## config.mk

```make
export PLATFORM = sky130hd
export DESIGN_NAME = uart_rx_core
export DESIGN_NICKNAME = d
export VERILOG_FILES = /design/src/rtl/uart_pkg.sv /design/src/rtl/uart_rx_phy.sv /design/src/rtl/uart_rx_core.sv
export SDC_FILE = /design/constraint.sdc
export NUM_CORES = 1
export LEC_CHECK = 0
export ABC_AREA = 1
export ABC_CLOCK_PERIOD_IN_PS = 5400
export CAP_MARGIN = 0
export CORE_MARGIN = 4
export CORE_UTILIZATION = 50
export CTS_BUF_LIST = sky130_fd_sc_hd__clkbuf_16
export DETAILED_ROUTE_END_ITERATION = 10
export PLACE_DENSITY = 0.71
export SYNTH_ARGS = -nofsm -noshare
export SYNTH_HDL_FRONTEND = slang
export SYNTH_SLANG_ARGS = --single-unit
export TNS_END_PERCENT = 10
```

## constraint.sdc

```tcl
create_clock -name clk_i -period 5.4 [get_ports clk_i]
set_input_delay 0.54 -clock clk_i [delete_from_list [all_inputs] [get_ports clk_i]]
set_output_delay 0.54 -clock clk_i [all_outputs]
set_load 0.05 [all_outputs]
```

## src/rtl/uart_pkg.sv

```systemverilog
// Shared receiver FSM encoding, register map and STATUS bit positions for uart_rx_core.
// Optional parity support (UART_RX_PARITY_EN) reuses the ST_PARITY encoding declared here.
package uart_pkg;

  typedef enum logic [2:0] {
    ST_IDLE,
    ST_START,
    ST_DATA,
    ST_PARITY,
    ST_STOP,
    ST_WAIT_HIGH
  } rx_state_t;

  localparam logic [3:0] REG_DATA   = 4'h0;
  localparam logic [3:0] REG_STATUS = 4'h1;

  localparam int STAT_NOT_EMPTY  = 0;
  localparam int STAT_FULL       = 1;
  localparam int STAT_OVERRUN    = 2;
  localparam int STAT_FRAME_ERR  = 3;
  localparam int STAT_PARITY_ERR = 4;

  // Sticky, write-one-to-clear error bits within STATUS.
  localparam logic [7:0] ERR_MASK = 8'h1C;

  function automatic int unsigned calc_div(input int unsigned clk_freq, input int unsigned baud);
    return (clk_freq + 8 * baud) / (16 * baud);
  endfunction

endpackage

```

## src/rtl/uart_rx_phy.sv

```systemverilog
// Serial front end: 2-FF rxd synchronizer, 16x tick generator and frame FSM; UART_RX_PARITY_EN adds an even-parity bit.
// Emits one-cycle byte_vld/frame_err/parity_err pulses at the mid-bit sample; no backpressure, every pulse must be taken.
module uart_rx_phy
  import uart_pkg::*;
#(
  parameter int unsigned DIV = 54
) (
  input  logic       clk_i,
  input  logic       arst_i,
  input  logic       rxd_i,
  output logic       byte_vld_o,
  output logic [7:0] byte_dat_o,
  output logic       frame_err_o,
  output logic       parity_err_o
);

  localparam int unsigned   CW       = (DIV > 1) ? $clog2(DIV) : 1;
  localparam logic [CW-1:0] DIV_LAST = CW'(DIV - 1);

  rx_state_t     state_q, state_d;
  logic [CW-1:0] div_cnt_q, div_cnt_d;
  logic [3:0]    tick_cnt_q, tick_cnt_d;
  logic [2:0]    bit_cnt_q, bit_cnt_d;
  logic [7:0]    shift_q, shift_d;
  logic          rxd_meta_q, rxd_sync_q;
  logic          tick;

  assign tick       = (div_cnt_q == DIV_LAST);
  assign byte_dat_o = shift_q;
  // Divider is held in IDLE so tick phase is aligned to the detected start edge.
  assign div_cnt_d  = (state_q == ST_IDLE || tick) ? '0 : div_cnt_q + 1'b1;

  always_ff @(posedge clk_i or posedge arst_i) begin
    if (arst_i) begin
      rxd_meta_q <= 1'b1;
      rxd_sync_q <= 1'b1;
      state_q    <= ST_IDLE;
      div_cnt_q  <= '0;
      tick_cnt_q <= '0;
      bit_cnt_q  <= '0;
      shift_q    <= '0;
    end else begin
      rxd_meta_q <= rxd_i;
      rxd_sync_q <= rxd_meta_q;
      state_q    <= state_d;
      div_cnt_q  <= div_cnt_d;
      tick_cnt_q <= tick_cnt_d;
      bit_cnt_q  <= bit_cnt_d;
      shift_q    <= shift_d;
    end
  end

  always_comb begin
    state_d      = state_q;
    tick_cnt_d   = tick_cnt_q;
    bit_cnt_d    = bit_cnt_q;
    shift_d      = shift_q;
    byte_vld_o   = 1'b0;
    frame_err_o  = 1'b0;
    parity_err_o = 1'b0;
    case (state_q)
      ST_IDLE: begin
        tick_cnt_d = '0;
        bit_cnt_d  = '0;
        if (!rxd_sync_q) state_d = ST_START;
      end
      ST_START: if (tick) begin
        if (tick_cnt_q == 4'd7) begin
          tick_cnt_d = '0;
          state_d    = rxd_sync_q ? ST_IDLE : ST_DATA;
        end else begin
          tick_cnt_d = tick_cnt_q + 4'd1;
        end
      end
      ST_DATA: if (tick) begin
        tick_cnt_d = tick_cnt_q + 4'd1;
        if (tick_cnt_q == 4'd15) begin
          shift_d   = {rxd_sync_q, shift_q[7:1]};
          bit_cnt_d = bit_cnt_q + 3'd1;
`ifdef UART_RX_PARITY_EN
          if (bit_cnt_q == 3'd7) state_d = ST_PARITY;
`else
          if (bit_cnt_q == 3'd7) state_d = ST_STOP;
`endif
        end
      end
`ifdef UART_RX_PARITY_EN
      ST_PARITY: if (tick) begin
        tick_cnt_d = tick_cnt_q + 4'd1;
        if (tick_cnt_q == 4'd15) begin
          parity_err_o = (rxd_sync_q != ^shift_q);
          state_d      = ST_STOP;
        end
      end
`endif
      ST_STOP: if (tick) begin
        tick_cnt_d = tick_cnt_q + 4'd1;
        if (tick_cnt_q == 4'd15) begin
          if (rxd_sync_q) begin
            byte_vld_o = 1'b1;
            state_d    = ST_IDLE;
          end else begin
            frame_err_o = 1'b1;
            state_d     = ST_WAIT_HIGH;
          end
        end
      end
      ST_WAIT_HIGH: if (rxd_sync_q) state_d = ST_IDLE;
      default: state_d = ST_IDLE;
    endcase
  end

endmodule

```

## src/rtl/uart_rx_core.sv

```systemverilog
// UART 8N1 receiver (8E1 with UART_RX_PARITY_EN) with RX FIFO and Avalon-MM DATA/STATUS registers; read latency 1.
// FIFO full on a new byte drops it and sets sticky overrun unless the same cycle pops; errors are W1C, set wins.
module uart_rx_core
  import uart_pkg::*;
#(
  parameter int unsigned CLK_FREQ   = 100_000_000,
  parameter int unsigned BAUD_RATE  = 115_200,
  parameter int unsigned FIFO_DEPTH = 8
) (
  input  logic       clk_i,
  input  logic       arst_i,
  input  logic [3:0] avms_address_i,
  input  logic       avms_read_i,
  input  logic       avms_write_i,
  input  logic [7:0] avms_writedata_i,
  output logic [7:0] avms_readdata_o,
  input  logic       uart_rxd_i,
  output logic       rx_irq_o
);

  localparam int unsigned DIV = calc_div(CLK_FREQ, BAUD_RATE);
  localparam int unsigned AW  = $clog2(FIFO_DEPTH);

  if (DIV == 0) begin : g_div_chk
    $error("uart_rx_core: CLK_FREQ/(16*BAUD_RATE) rounds to zero");
  end
  if (FIFO_DEPTH < 2 || (FIFO_DEPTH & (FIFO_DEPTH - 1)) != 0) begin : g_depth_chk
    $error("uart_rx_core: FIFO_DEPTH must be a power of two >= 2");
  end

  logic          byte_vld, frame_err, parity_err;
  logic [7:0]    byte_dat;
  logic [7:0]    mem_q [FIFO_DEPTH];
  logic [AW-1:0] wr_ptr_q, wr_ptr_d, rd_ptr_q, rd_ptr_d;
  logic [AW:0]   count_q, count_d;
  logic [7:0]    err_q, err_d, readdata_q, readdata_d;
  logic [7:0]    status, set_vec, w1c_vec;
  logic          empty, full, pop, push;

  uart_rx_phy #(.DIV(DIV)) u_phy (
    .clk_i        (clk_i),
    .arst_i       (arst_i),
    .rxd_i        (uart_rxd_i),
    .byte_vld_o   (byte_vld),
    .byte_dat_o   (byte_dat),
    .frame_err_o  (frame_err),
    .parity_err_o (parity_err)
  );

  assign empty = (count_q == '0);
  assign full  = (count_q == (AW + 1)'(FIFO_DEPTH));
  assign pop   = avms_read_i && (avms_address_i == REG_DATA) && !empty;
  // A pop in the same cycle frees the slot, so a full FIFO still accepts the byte.
  assign push  = byte_vld && (!full || pop);

  assign avms_readdata_o = readdata_q;
  assign rx_irq_o        = !empty || (|err_q);

  always_comb begin
    wr_ptr_d = wr_ptr_q;
    rd_ptr_d = rd_ptr_q;
    count_d  = count_q;
    if (push) wr_ptr_d = wr_ptr_q + 1'b1;
    if (pop)  rd_ptr_d = rd_ptr_q + 1'b1;
    case ({push, pop})
      2'b10:   count_d = count_q + 1'b1;
      2'b01:   count_d = count_q - 1'b1;
      default: count_d = count_q;
    endcase

    set_vec                  = '0;
    set_vec[STAT_OVERRUN]    = byte_vld && full && !pop;
    set_vec[STAT_FRAME_ERR]  = frame_err;
    set_vec[STAT_PARITY_ERR] = parity_err;
    w1c_vec = (avms_write_i && avms_address_i == REG_STATUS) ? avms_writedata_i : '0;
    err_d   = ((err_q & ~w1c_vec) | set_vec) & ERR_MASK;

    status                 = err_q;
    status[STAT_NOT_EMPTY] = !empty;
    status[STAT_FULL]      = full;

    readdata_d = readdata_q;
    if (avms_read_i) begin
      case (avms_address_i)
        REG_DATA:   readdata_d = empty ? 8'h00 : mem_q[rd_ptr_q];
        REG_STATUS: readdata_d = status;
        default:    readdata_d = 8'h00;
      endcase
    end
  end

  always_ff @(posedge clk_i or posedge arst_i) begin
    if (arst_i) begin
      wr_ptr_q   <= '0;
      rd_ptr_q   <= '0;
      count_q    <= '0;
      err_q      <= '0;
      readdata_q <= '0;
    end else begin
      wr_ptr_q   <= wr_ptr_d;
      rd_ptr_q   <= rd_ptr_d;
      count_q    <= count_d;
      err_q      <= err_d;
      readdata_q <= readdata_d;
    end
  end

  always_ff @(posedge clk_i) begin
    if (push) mem_q[wr_ptr_q] <= byte_dat;
  end

endmodule

```

== Yosys cells after proc, flatten, opt, wreduce, memory -nomap -nowiden ==
Memories as Yosys holds them, arrays and structs flattened.
Cells that the tools add are included.
W data, S select, Z words.
Storage, ports and cells
  memory bits (writable): 64
  flip-flop bits (word level): 47
  logic and storage cells: 103
  output and inout bits: 9
  memories kept: 1
Cells by class
  reduce and logical (&&, ||, !) cells: 24
  multiplexer cells: 34
  bitwise logic cells: 3
  equality and inequality tests: 22
  $add $sub $neg: 7
Memories
  mem_q: depth 8, bits a word 8, rd ports 1, clocked after Yosys merged registers in 0, write ports 1, RTL line uart_rx_core.sv:33  | logic [7:0] mem_q [FIFO_DEPTH];
Operator list (count)
  $mux W3: 12
  $ne A2 B1 Y1 const B: 9
  $pmux W8 S2: 1
  $pmux W3 S5: 1
  $mux W4: 3
  $pmux W4 S3: 1
  $mux W1: 10
  $add A3 B1 Y3 const B: 3
  $eq A3 B3 Y1 const B: 3
  $reduce_and A3 Y1: 3
  $reduce_and A9 Y1: 1
  $add A4 B1 Y4 const B: 2
  $eq A4 B4 Y1 const B: 2
  $logic_not A4 Y1: 2
  $mux W8: 1
  $pmux W4 S2: 1
  $add A6 B1 Y6 const B: 1
  $eq A6 B6 Y1 const B: 1
  $logic_and A1 B1 Y1: 6
  $mux W6: 1
  $pmux W3 S2: 1
  $and A5 B5 Y5: 1
  $mux W5: 1
  $not A5 Y5: 1
  other kinds (17): 22

== Longest topological paths before layout ==
Gate-level depths: netlist of the first run.
  depth in word-level cells: 7
  mapped depth: 15
  depth with buffers taken out: 15

== Hierarchy ==
A second synthesis of the first run with hierarchy kept.
Second synthesis, totals
  cells, all modules: 473
  area total of the unflattened synthesis: 4982.3 um^2
By module, submodules not included
  uart_rx_core: instances 1, seq. area each 2447.3 um^2, cells each 311, area an instance 3644.7 um^2
  uart_rx_phy: instances 1, seq. area each 653.1 um^2, cells each 162, area an instance 1337.5 um^2

== Worst setup path before layout of the first run ==
Ideal clock, no wire load.
  path kind: reg-to-reg
  start: register u_phy.div_cnt_q[1]
  end: memory mem_q[4][0], enable pin
  setup slack: 3.362 ns
  cell stages (with the launch flop): 10
  setup time: 0.370 ns
  arrival time: 1.668 ns
  buffers on the path: 0
  clock period less this slack: 2.038 ns
  cells stage by stage: dfrtp_1 > inv_1 > ha_1 > nand3_4 > nor2_8 > nand2_4 > nor2_4 > nand2_2 > or2_4 > nor2_1
On the way
  longest elaborated chain between the ends: 6
RTL lines
  from (decl): RTL line uart_rx_phy.sv:21  | logic [CW-1:0] div_cnt_q, div_cnt_d;
  from (signal assigned): RTL line uart_rx_phy.sv:46  | div_cnt_q <= div_cnt_d;
  $eq A6 B6 Y1: RTL line uart_rx_phy.sv:28  | assign tick = (div_cnt_q == DIV_LAST);
  $mux W1: RTL line uart_rx_phy.sv:96  | ST_STOP: if (tick) begin
  $mux W1: RTL line uart_rx_phy.sv:61  | case (state_q)
  $logic_and A1 B1 Y1: RTL line uart_rx_core.sv:54  | assign push = byte_vld && (!full || pop);
  $mux W1: RTL line uart_rx_core.sv:109  | if (push) mem_q[wr_ptr_q] <= byte_dat;
  $mux W1 (implied by the code): RTL line uart_rx_core.sv:109
  to (decl): RTL line uart_rx_core.sv:33
Every way passes these cells.

== Final worst setup path of the first run ==
  start: input port avms_read_i
  end: memory mem_q[0][7], enable pin
On the way
  longest elaborated chain between the ends: 6
RTL lines
  from (decl): RTL line uart_rx_core.sv:13  | input logic avms_read_i,
  $logic_and A1 B1 Y1 (2 in a row): RTL line uart_rx_core.sv:52  | assign pop = avms_read_i && (avms_address_i == REG_DATA) && !empty;
  $logic_or A1 B1 Y1: RTL line uart_rx_core.sv:54
  $logic_and A1 B1 Y1: RTL line uart_rx_core.sv:54
  $mux W1: RTL line uart_rx_core.sv:109
  $mux W1 (implied by the code): RTL line uart_rx_core.sv:109
Every way passes these cells.

==> results of run 1 <==
worst reg2reg max path: cells and delay by family (launching register included):
kind,cells,cell delay [ns]
adder cells (fa/ha/maj),1,0.22
AND/OR/NAND/NOR,6,1.34
flip-flops,1,0.40
buffers and inverters,1,0.18
final timing paths:
path                                      from                  end  slack (ns)  cells after the start
min in group asynchronous               arst_i  u_phy.tick_cnt_q[0]        0.74                      2
min                           u_phy.rxd_meta_q     u_phy.rxd_sync_q        0.36                      0
max                                avms_read_i          mem_q[0][7]        2.81                      8
max in group asynchronous               arst_i           count_q[2]        4.03                      2
max reg2reg                u_phy.tick_cnt_q[0]          mem_q[0][7]        2.89                      8
min reg2reg                   u_phy.rxd_meta_q     u_phy.rxd_sync_q        0.36                      0
registers in the layout, indices dropped and copies added, names as in the netlist:
signal,cells
u_phy.bit_cnt_q,3
err_q,3
u_phy.state_q,3
u_phy.tick_cnt_q,4
u_phy.rxd_meta_q,1
u_phy.div_cnt_q,6
avms_readdata_o,8
count_q,4
rd_ptr_q,3
u_phy.rxd_sync_q,1
mem_q,64
wr_ptr_q,3
u_phy.byte_dat_o,8
synthesized netlist by cell type, drive strengths merged (2+ instances only):
cell / count / area [µm²]
a21oi: 10 / 50.05
dfrtp: 45 / 1126
o211ai: 9 / 67.56
dfstp: 2 / 52.55
nand3: 27 / 167.7
nor3b: 2 / 15.01
buf: 10 / 52.55
edfxtp: 64 / 1922
o21ai: 67 / 342.8
o22ai: 6 / 37.54
nor2: 80 / 334.1
nor3: 4 / 25.02
xor2: 5 / 43.79
inv: 44 / 165.2
clkbuf: 5 / 20.01
nand2: 72 / 295.3
ha: 8 / 100.1
power by group through the flow:
| stage | Combinational, mW | Clock, mW | Sequential, mW |
|---|---|---|---|
| final | 0.425 | 0.664 | 0.981 |
| after global routing | 0.484 | 0.714 | 0.988 |
| after CTS | 0.426 | 0.676 | 0.981 |
| after detailed placement | 0.423 | 0 | 0.998 |
| after global placement | 0.412 | 0 | 0.998 |
| after floorplan | 0.343 | 0 | 0.976 |
per-layer routing:
metal	wire length [µm]	track usage, %	share of wire (%)	vias to the layer above
li1	-	-	-	1626
met1	4107	22.98	45	1531
met2	4377	27.74	48	76
met3	543	4.515	6.0	8
met4	79	4.932	0.87	0
met5	0	0	0	-
per-stage QoR:
step | instances | hold slack (ns) | utilization [%]
after floorplan | 469 | 0.3452 | -
after global placement | 604 | 0.3457 | 55.35
after detailed placement | 604 | 0.3492 | 55.35
after CTS | 620 | 0.3668 | 58.75
after global routing | 620 | 0.3730 | 58.75
final | 620 | 0.3647 | 58.75
area by class of cell:
class	count	area, µm²
clock inverter	7	92.59
timing repair buffer	21	207.7
clock buffer	9	225.2
multi-input combinational	299	1553
fill	786	3866
inverter	44	165.2
sequential	111	3100
tap	129	161.4
kinds of logic (layout without fill, tap and decap cells):
| family | after synthesis | count (layout) | share of synthesized area (%) |
|---|---|---|---|
| xor gates and xnor gates | 6 | 6 | 1.074 |
| and+or+nand+nor | 190 | 190 | 17.86 |
| DFF | 111 | 111 | 63.39 |
| AOI/OAI and AO/OA | 94 | 94 | 10.46 |
| muxes | 1 | 1 | 0.3069 |
| buffers and inverters | 59 | 81 | 4.860 |
| adders and majority gates | 8 | 8 | 2.047 |
==> flow_metrics.tcl, run 1 <==
set metrics [dict create \
    synthDistinctLibCells 39 \
    port_buffers 20 \
    layout_commonest_cell "nor2_1" \
    ctsHoldBuffers 0 \
    power_density_nw_per_um2 375.9 \
    yosys_register_bits 111 \
    ant_nets 0 \
    postCtsSetupBuffers 0 \
    final_hold_viol_count 0 \
    p_seq_share_pct 47.4 \
    crit_path_max_incr_delay_ns 0.67 \
    critical_path.cell_chain "clkdlybuf4s50_1 > nand3_1 > inv_1 > nand2_1 > nand2_1 > nand2_2 > or2_4 > nor2_1" \
    timing.critical_path.required_ns 5.37 \
    report.final.slew_viol_count 0 \
    synth_async_sr_flop_share_pct 42.34 \
    timing.critical_path.fanout_max 10 \
    cts-root-to-sink-buffers 2 \
    power.share.switching_pct 32.00 \
    floorplan.initialDensity_pct 52.19 \
    average_cell_area_after_synthesis_um2 10.43 \
    fin_nets 511 \
    fin_crit_sh_pct 48.00 \
    grt_max_degree 48 \
    die_width_um 106.9 \
    worst_skew_pair.late_latency_ns 0.35 \
    timing.setup.tns_ns 0 \
    antenna_cells_inserted 0 \
    postRouteWirelength_mm 9.107 \
    synthesis.instances 469 \
    dpl.hpwl_mm 5.961 \
    rsz0062_at_grt "no" \
    htree_num_levels 3 \
    yosysSeqAreaShare_pct 63.39 \
    synth_ff_type "edfxtp_1" \
    detail_route.vias_per_cell 5.227 \
    drt_iter0_drc 322 \
    critical-path-top-cell-by-count "nand2_1" \
    p_int_mw 1.407 \
    area.growth.synth_to_final_pct 12.56 \
    status "finished clean" \
    pre_cts_ws_ns 2.429 \
    worst_path_dominant_cell_family "simple AND/OR/NAND/NOR gates" \
    setup.worst_path.end_class "flip-flop" \
    critical_path.startpoint_type "input pin" \
    coreArea_um2 9371 \
    worst_pin_slew_ns 0.9964 \
    gp_congestion 0.8522 \
    drt-wirelength-per-cell_um 14.69 \
    die_height_um 106.9 \
    finalSetupViolations 0 \
    min-delay-path-class "flip-flop to flip-flop" \
    worst-path-buf-inv 2 \
    finClkSkew_ns 0.01509 \
    grt_remaining_overflow 0 \
    ys_warn_count 0 \
    switching_power_mw 0.6623 \
    cts_sinks 111 \
    report.power.total_mw 2.070 \
    post-route-min-period_ns 2.592 \
    drt_first_pass_iters 4 \
    max_freq_ghz 0.3858 \
    cts_resized 0 \
    cts.root.buffer_cell "clkbuf_16" \
    cp_slowest_cell "nor2_1" \
    slew_headroom_pct 33.47 \
    fp.dieArea_um2 11430 \
    design_area_um2 5505 \
    cts_inserted_buffers 9 \
    grt_pass1_wl_mm 15.19 \
    drc 0 \
    layout.cells.most_common_list "74 x nor2_1, 66 x nand2_1, 64 x edfxtp_1, 58 x o21ai_0, 45 x dfrtp_1" \
    clock_tree_from_tritoncts "done" \
    num_vias 3241 \
    leakage_nw 2.430 \
    peakVddDrop_mv 0.1987 \
    power_frac_clock_pct 32.1 \
    critPathArrivalTime_ns 2.56 \
    power.share.combinational_pct 20.5 \
    vias_in_the_first_global_route 3092 \
    critical_path_class "input pin to flip-flop" \
    smallest_setup_slack_after_layout_ns 2.808 \
    syn-cell-area_um2 4891 \
    initial_antenna_violation_count 0 \
    max_cap_viol_count 0 \
    synth_enable_flop_cells 64 \
    clock_pin_slew_of_the_registers_on_the_worst_case_setup_and_hold_paths_ns 0.08 \
    final_layout_size_suffix_gt1_share_pct 9.369 \
    grt_use_total_pct 17.16 \
    placement.cell_area_um2 5187 \
    syn-num-nets 494 \
    io_pins 26 \
    std_cell_rows 35 \
]
No activity file was read; power rests on OpenSTA's default activity.
==> run 2, diff against run 1 <==
--- a/config.mk
+++ b/config.mk
@@ -6,7 +6,7 @@
 export NUM_CORES = 1
 export LEC_CHECK = 0
 export ABC_AREA = 1
-export ABC_CLOCK_PERIOD_IN_PS = 5400
+export ABC_CLOCK_PERIOD_IN_PS = 2490
 export CAP_MARGIN = 0
 export CORE_MARGIN = 4
 export CORE_UTILIZATION = 50
==> constraint.sdc (replaced) <==
create_clock -name clk_i -period 2.49 [get_ports clk_i]
set_input_delay 0.249 -clock clk_i [delete_from_list [all_inputs] [get_ports clk_i]]
set_output_delay 0.249 -clock clk_i [all_outputs]
set_load 0.05 [all_outputs]
==> run 2 against run 1 <==
  * Flip-flop and latch count unchanged
  * First-iteration DRC count down 11%
  * Register-to-register slack worse by 2.6 ns
  * Routed wire length up 5.9%
  * Combinational power up 130%
  * Worst setup slack worse by 2.5 ns
  * Critical path type is now flip-flop to primary output
  * Critical endpoint is now rx_irq_o
  * Largest cell class unchanged
  * Largest power group unchanged
  * Highest routed layer unchanged
==> flow_metrics.tcl, run 2 (synthesis results as in run 1) <==
set metrics [dict create \
    status "finished clean" \
    std_cell_rows 35 \
    leakage_nw 2.519 \
    rsz0062_at_grt "no" \
    regToRegEndpoint "mem_q[7][7]" \
    critical_path_class "flip-flop to primary output" \
    io_pins 26 \
    worst_pin_slew_ns 0.6210 \
    layout.cells.most_common_list "74 x nor2_1, 66 x nand2_1, 64 x edfxtp_1, 58 x o21ai_0, 45 x dfrtp_1" \
    hold_end "u_phy.rxd_meta_q" \
    antenna_cells_inserted 0 \
    regMostFlops "mem_q" \
    smallest_setup_slack_after_layout_ns 0.2798 \
    postCtsSetupBuffers 0 \
    rr_startpoint "u_phy.tick_cnt_q[0]" \
    worst_skew_pair.late_latency_ns 0.34 \
    cts.root.buffer_cell "clkbuf_16" \
    grt_pass1_wl_mm 16.25 \
    cts_sinks 111 \
    die_height_um 106.9 \
    cts_inserted_buffers 9 \
    gp_congestion 0.8414 \
    fp.dieArea_um2 11430 \
    drt_iter0_drc 287 \
    htree_num_levels 3 \
    cp_slowest_cell "clkdlybuf4s50_1" \
    detail_route.vias_per_cell 5.291 \
    pre_cts_ws_ns 0.2501 \
    num_vias 3360 \
    peakVddDrop_mv 0.4205 \
    drt-wirelength-per-cell_um 15.18 \
    critical_path.startpoint_type "flip-flop" \
    hp-start "uart_rxd_i" \
    power_density_nw_per_um2 816.3 \
    timing.setup.tns_ns 0 \
    drt_first_pass_iters 5 \
    port_buffers 20 \
    timing.hold.ws_ns 0.3071 \
    critical_path.cell_chain "inv_1 > nand2_1 > nor2_2 > nand4_1 > clkdlybuf4s50_1" \
    final_hold_viol_count 0 \
    postRouteWirelength_mm 9.642 \
    number_of_cells_on_the_worst_reg_to_reg_path 10 \
    final_layout_size_suffix_gt1_share_pct 12.06 \
    ant_nets 0 \
    min-delay-path-class "input pin to flip-flop" \
    grt_use_total_pct 18.26 \
    dpl.hpwl_mm 6.559 \
    critPathArrivalTime_ns 1.96 \
    finClkSkew_ns 0.01205 \
    area.growth.synth_to_final_pct 14.99 \
    placement.cell_area_um2 5300 \
    vias_in_the_first_global_route 3301 \
    holdPathStages 1 \
    layout_commonest_cell "nor2_1" \
    cts_resized 0 \
    cts-root-to-sink-buffers 2 \
    max_cap_viol_count 0 \
    slew_headroom_pct 58.60 \
    coreArea_um2 9371 \
    clock_tree_from_tritoncts "done" \
    report.final.slew_viol_count 0 \
    fin_crit_sh_pct 88.76 \
    initial_antenna_violation_count 0 \
    fin_nets 526 \
    finalSetupViolations 0 \
    crit_path_max_incr_delay_ns 0.72 \
    die_width_um 106.9 \
    largest_register_ffs 64 \
    grt_max_degree 48 \
    report.power.total_mw 4.591 \
    post-route-min-period_ns 2.210 \
    rrSetupSlack_ns 0.29 \
    timing.critical_path.required_ns 2.24 \
    floorplan.initialDensity_pct 52.19 \
    design_area_um2 5624 \
    drc 0 \
    ctsHoldBuffers 0 \
    max_freq_ghz 0.4524 \
    clock_pin_slew_of_the_registers_on_the_worst_case_setup_and_hold_paths_ns 0.08 \
    setup.worst_path.end_class "primary output" \
    timing.critical_path.fanout_max 5 \
    grt_remaining_overflow 0 \
]
run 2: area by class of cell:
cell class                 count  area, µm²
sequential                   111       3100
tap                          129      161.4
timing repair buffer          36      320.3
clock buffer                   9      225.2
multi-input combinational    299       1553
fill                         758       3747
inverter                      44      165.2
clock inverter                 7      98.84
run 2: per-layer routing:
layer / up-vias / routed length, µm / share of wire, % / GRT usage (%)
met5: - / 0 / 0 / 0
met4: 0 / 105 / 1.1 / 5.023
met3: 10 / 593 / 6.2 / 3.733
met2: 93 / 4612 / 48 / 29.27
met1: 1605 / 4331 / 45 / 25.50
li1: 1652 / - / - / -
run 2: worst max-delay path: cells and delay by family (launching register included):
family,cells,cell delay [ns]
AND/OR/NAND/NOR,3,0.41
buffers and inverters,2,0.80
flip-flops,1,0.41
run 2: power by group:
group | internal, mW | switching [mW]
clock | 0.812 | 0.693
sequential | 2.00 | 0.0897
combinational | 0.344 | 0.651
run 2: through the flow:
step	cells	utilization, %
floorplan	469	-
global placement	619	56.56
detailed placement	619	56.56
CTS	635	60.01
global route	635	60.01
finish	635	60.01
run 2: worst max path at each step:
stage                       start           to
3_3_place_gp    avms_address_i[3]  mem_q[7][3]
6_report               count_q[0]     rx_irq_o
5_1_grt        u_phy.div_cnt_q[1]  mem_q[7][7]
4_1_cts                count_q[0]     rx_irq_o
2_1_floorplan  u_phy.div_cnt_q[1]  mem_q[4][0]
3_5_place_dp    avms_address_i[1]  mem_q[7][2]
==> run 3, diff against run 2 <==
--- a/config.mk
+++ b/config.mk
@@ -12,7 +12,9 @@
 export CORE_UTILIZATION = 50
 export CTS_BUF_LIST = sky130_fd_sc_hd__clkbuf_16
 export DETAILED_ROUTE_END_ITERATION = 10
+export GPL_ROUTABILITY_DRIVEN = 0
 export PLACE_DENSITY = 0.71
+export RECOVER_POWER = 50
 export SYNTH_ARGS = -nofsm -noshare
 export SYNTH_HDL_FRONTEND = slang
 export SYNTH_SLANG_ARGS = --single-unit
==> run 3 against run 2 <==
  * Worst hold slack improved by 0.060 ns
  * Worst setup slack about the same
  * Critical path depth unchanged
  * Clock power about the same
  * Clock-buffer cell count unchanged
  * Final area about the same
  * Sequential power about the same
  * Critical path type unchanged
  * Highest routed layer unchanged
==> flow_metrics.tcl, run 3 (synthesis results as in run 1) <==
set metrics [dict create \
    drt_iter0_drc 289 \
    clock_tree_from_tritoncts "done" \
    final_layout_size_suffix_gt1_share_pct 11.86 \
    htree_num_levels 3 \
    largest_register_ffs 64 \
    critical_path.startpoint_type "flip-flop" \
    dp.cells 619 \
    std_cell_rows 35 \
    layout.filler_cells 757 \
    area.growth.synth_to_final_pct 14.94 \
    grt_pass1_wl_mm 16.25 \
    rsz0062_at_grt "no" \
    drt_first_pass_iters 7 \
    ctsHoldBuffers 0 \
    multiInputGateArea_um2 1553 \
    vias_in_the_first_global_route 3301 \
    num_vias 3358 \
    coreArea_um2 9371 \
    fin_crit_sh_pct 88.77 \
    fin_nets 526 \
    die_width_um 106.9 \
    detail_route.vias_per_cell 5.288 \
    report.power.total_mw 4.587 \
    peakVddDrop_mv 0.4192 \
    layout.cells.most_common_list "74 x nor2_1, 66 x nand2_1, 64 x edfxtp_1, 58 x o21ai_0, 45 x dfrtp_1" \
    critPathArrivalTime_ns 1.96 \
    placement.cell_area_um2 5300 \
    design_area_um2 5622 \
    setup.worst_path.end_class "primary output" \
    grt_remaining_overflow 0 \
    die_height_um 106.9 \
    report.final.slew_viol_count 0 \
    antenna_cells_inserted 0 \
    max_freq_ghz 0.4524 \
    timing.hold.ws_ns 0.3668 \
    timing.critical_path.required_ns 2.24 \
    cts_sinks 111 \
    grt_use_total_pct 18.26 \
    postRouteWirelength_mm 9.646 \
    post-route-min-period_ns 2.210 \
    drt-wirelength-per-cell_um 15.19 \
    initial_antenna_violation_count 0 \
    finClkSkew_ns 0.01064 \
    ant_nets 0 \
    fp.dieArea_um2 11430 \
    slew_headroom_pct 20.04 \
    cts_resized 0 \
    cts_inserted_buffers 9 \
    status "finished clean" \
    worst_skew_pair.late_latency_ns 0.34 \
    regMostFlops "mem_q" \
    port_buffers 20 \
    worst_pin_slew_ns 1.199 \
    finalSetupViolations 0 \
    timing.setup.tns_ns 0 \
    clock_pin_slew_of_the_registers_on_the_worst_case_setup_and_hold_paths_ns 0.08 \
    final-seq-area_um2 3100 \
    dpl.hpwl_mm 6.559 \
    grt_max_degree 48 \
    layout_commonest_cell "nor2_1" \
    min-delay-path-class "flip-flop to flip-flop" \
    leakage_nw 2.517 \
    final_hold_viol_count 0 \
    final_cells 635 \
    power_density_nw_per_um2 815.9 \
    critical_path_class "flip-flop to primary output" \
    drc 0 \
    floorplan.initialDensity_pct 52.19 \
    cts.root.buffer_cell "clkbuf_16" \
    io_pins 26 \
    max_cap_viol_count 0 \
    postCtsSetupBuffers 0 \
    cts-root-to-sink-buffers 2 \
    timing.critical_path.fanout_max 5 \
]
run 3: changes by cell type in the layout (fill, tap and decap cells not counted):
cell	change
inv_2	-1
clkinv_1	+1
buf_4	-1
clkdlybuf4s50_1	-3
dlygate4sd3_1	+3
clkbuf_2	+1
run 3: worst max-delay path, cell delays in order (launching register included):
cell,delay [ns]
dfrtp_1,0.41
inv_1,0.08
nand2_1,0.08
nor2_2,0.22
nand4_1,0.11
clkdlybuf4s50_1,0.72
run 3: worst paths after layout:
check                           cells past startpoint                 from  slack, ns                   to
worst max-delay path                                5           count_q[0]       0.28             rx_irq_o
worst min-delay path                                0     u_phy.rxd_meta_q       0.37     u_phy.rxd_sync_q
worst max register to register                     10  u_phy.tick_cnt_q[0]       0.29          mem_q[7][7]
worst min register to register                      0     u_phy.rxd_meta_q       0.37     u_phy.rxd_sync_q
max in group asynchronous                           3               arst_i       1.03  u_phy.byte_dat_o[0]
min in group asynchronous                           3               arst_i       0.73  u_phy.tick_cnt_q[0]
run 3: where the power goes:
group	internal, mW	leakage (nW)	switching (mW)
registers	2.00	1.34	0.0902
logic	0.342	1.02	0.651
clock network	0.812	0.159	0.690
run 3: area by class of cell:
| type | count | share of cell area [%] |
|---|---|---|
| Clock buffer | 9 | 4.006 |
| Clock inverter | 7 | 1.758 |
| Inverter | 44 | 2.938 |
| Multi-Input combinational cell | 299 | 27.62 |
| Sequential cell | 111 | 55.15 |
| Tap cell | 129 | 2.871 |
| Timing Repair Buffer | 36 | 5.653 |
run 3: layer usage:
| metal | vias to the layer above | wire length [µm] | part of all wire (%) | GRT usage [%] |
|---|---|---|---|---|
| met1 | 1617 | 4412 | 46 | 25.50 |
| li1 | 1653 | - | - | - |
| met5 | - | 0 | 0 | 0 |
| met3 | 10 | 538 | 5.6 | 3.733 |
| met2 | 78 | 4584 | 48 | 29.27 |
| met4 | 0 | 110 | 1.1 | 5.023 |
run 3: metrics by stage:
stage / util [%] / setup slack [ns]
2_1_floorplan: - / 0.4515
4_1_cts: 60.01 / 0.2587
3_5_place_dp: 56.56 / 0.2501
5_1_grt: 59.99 / 0.1135
6_report: 59.99 / 0.2796
3_3_place_gp: 56.56 / 0.3056
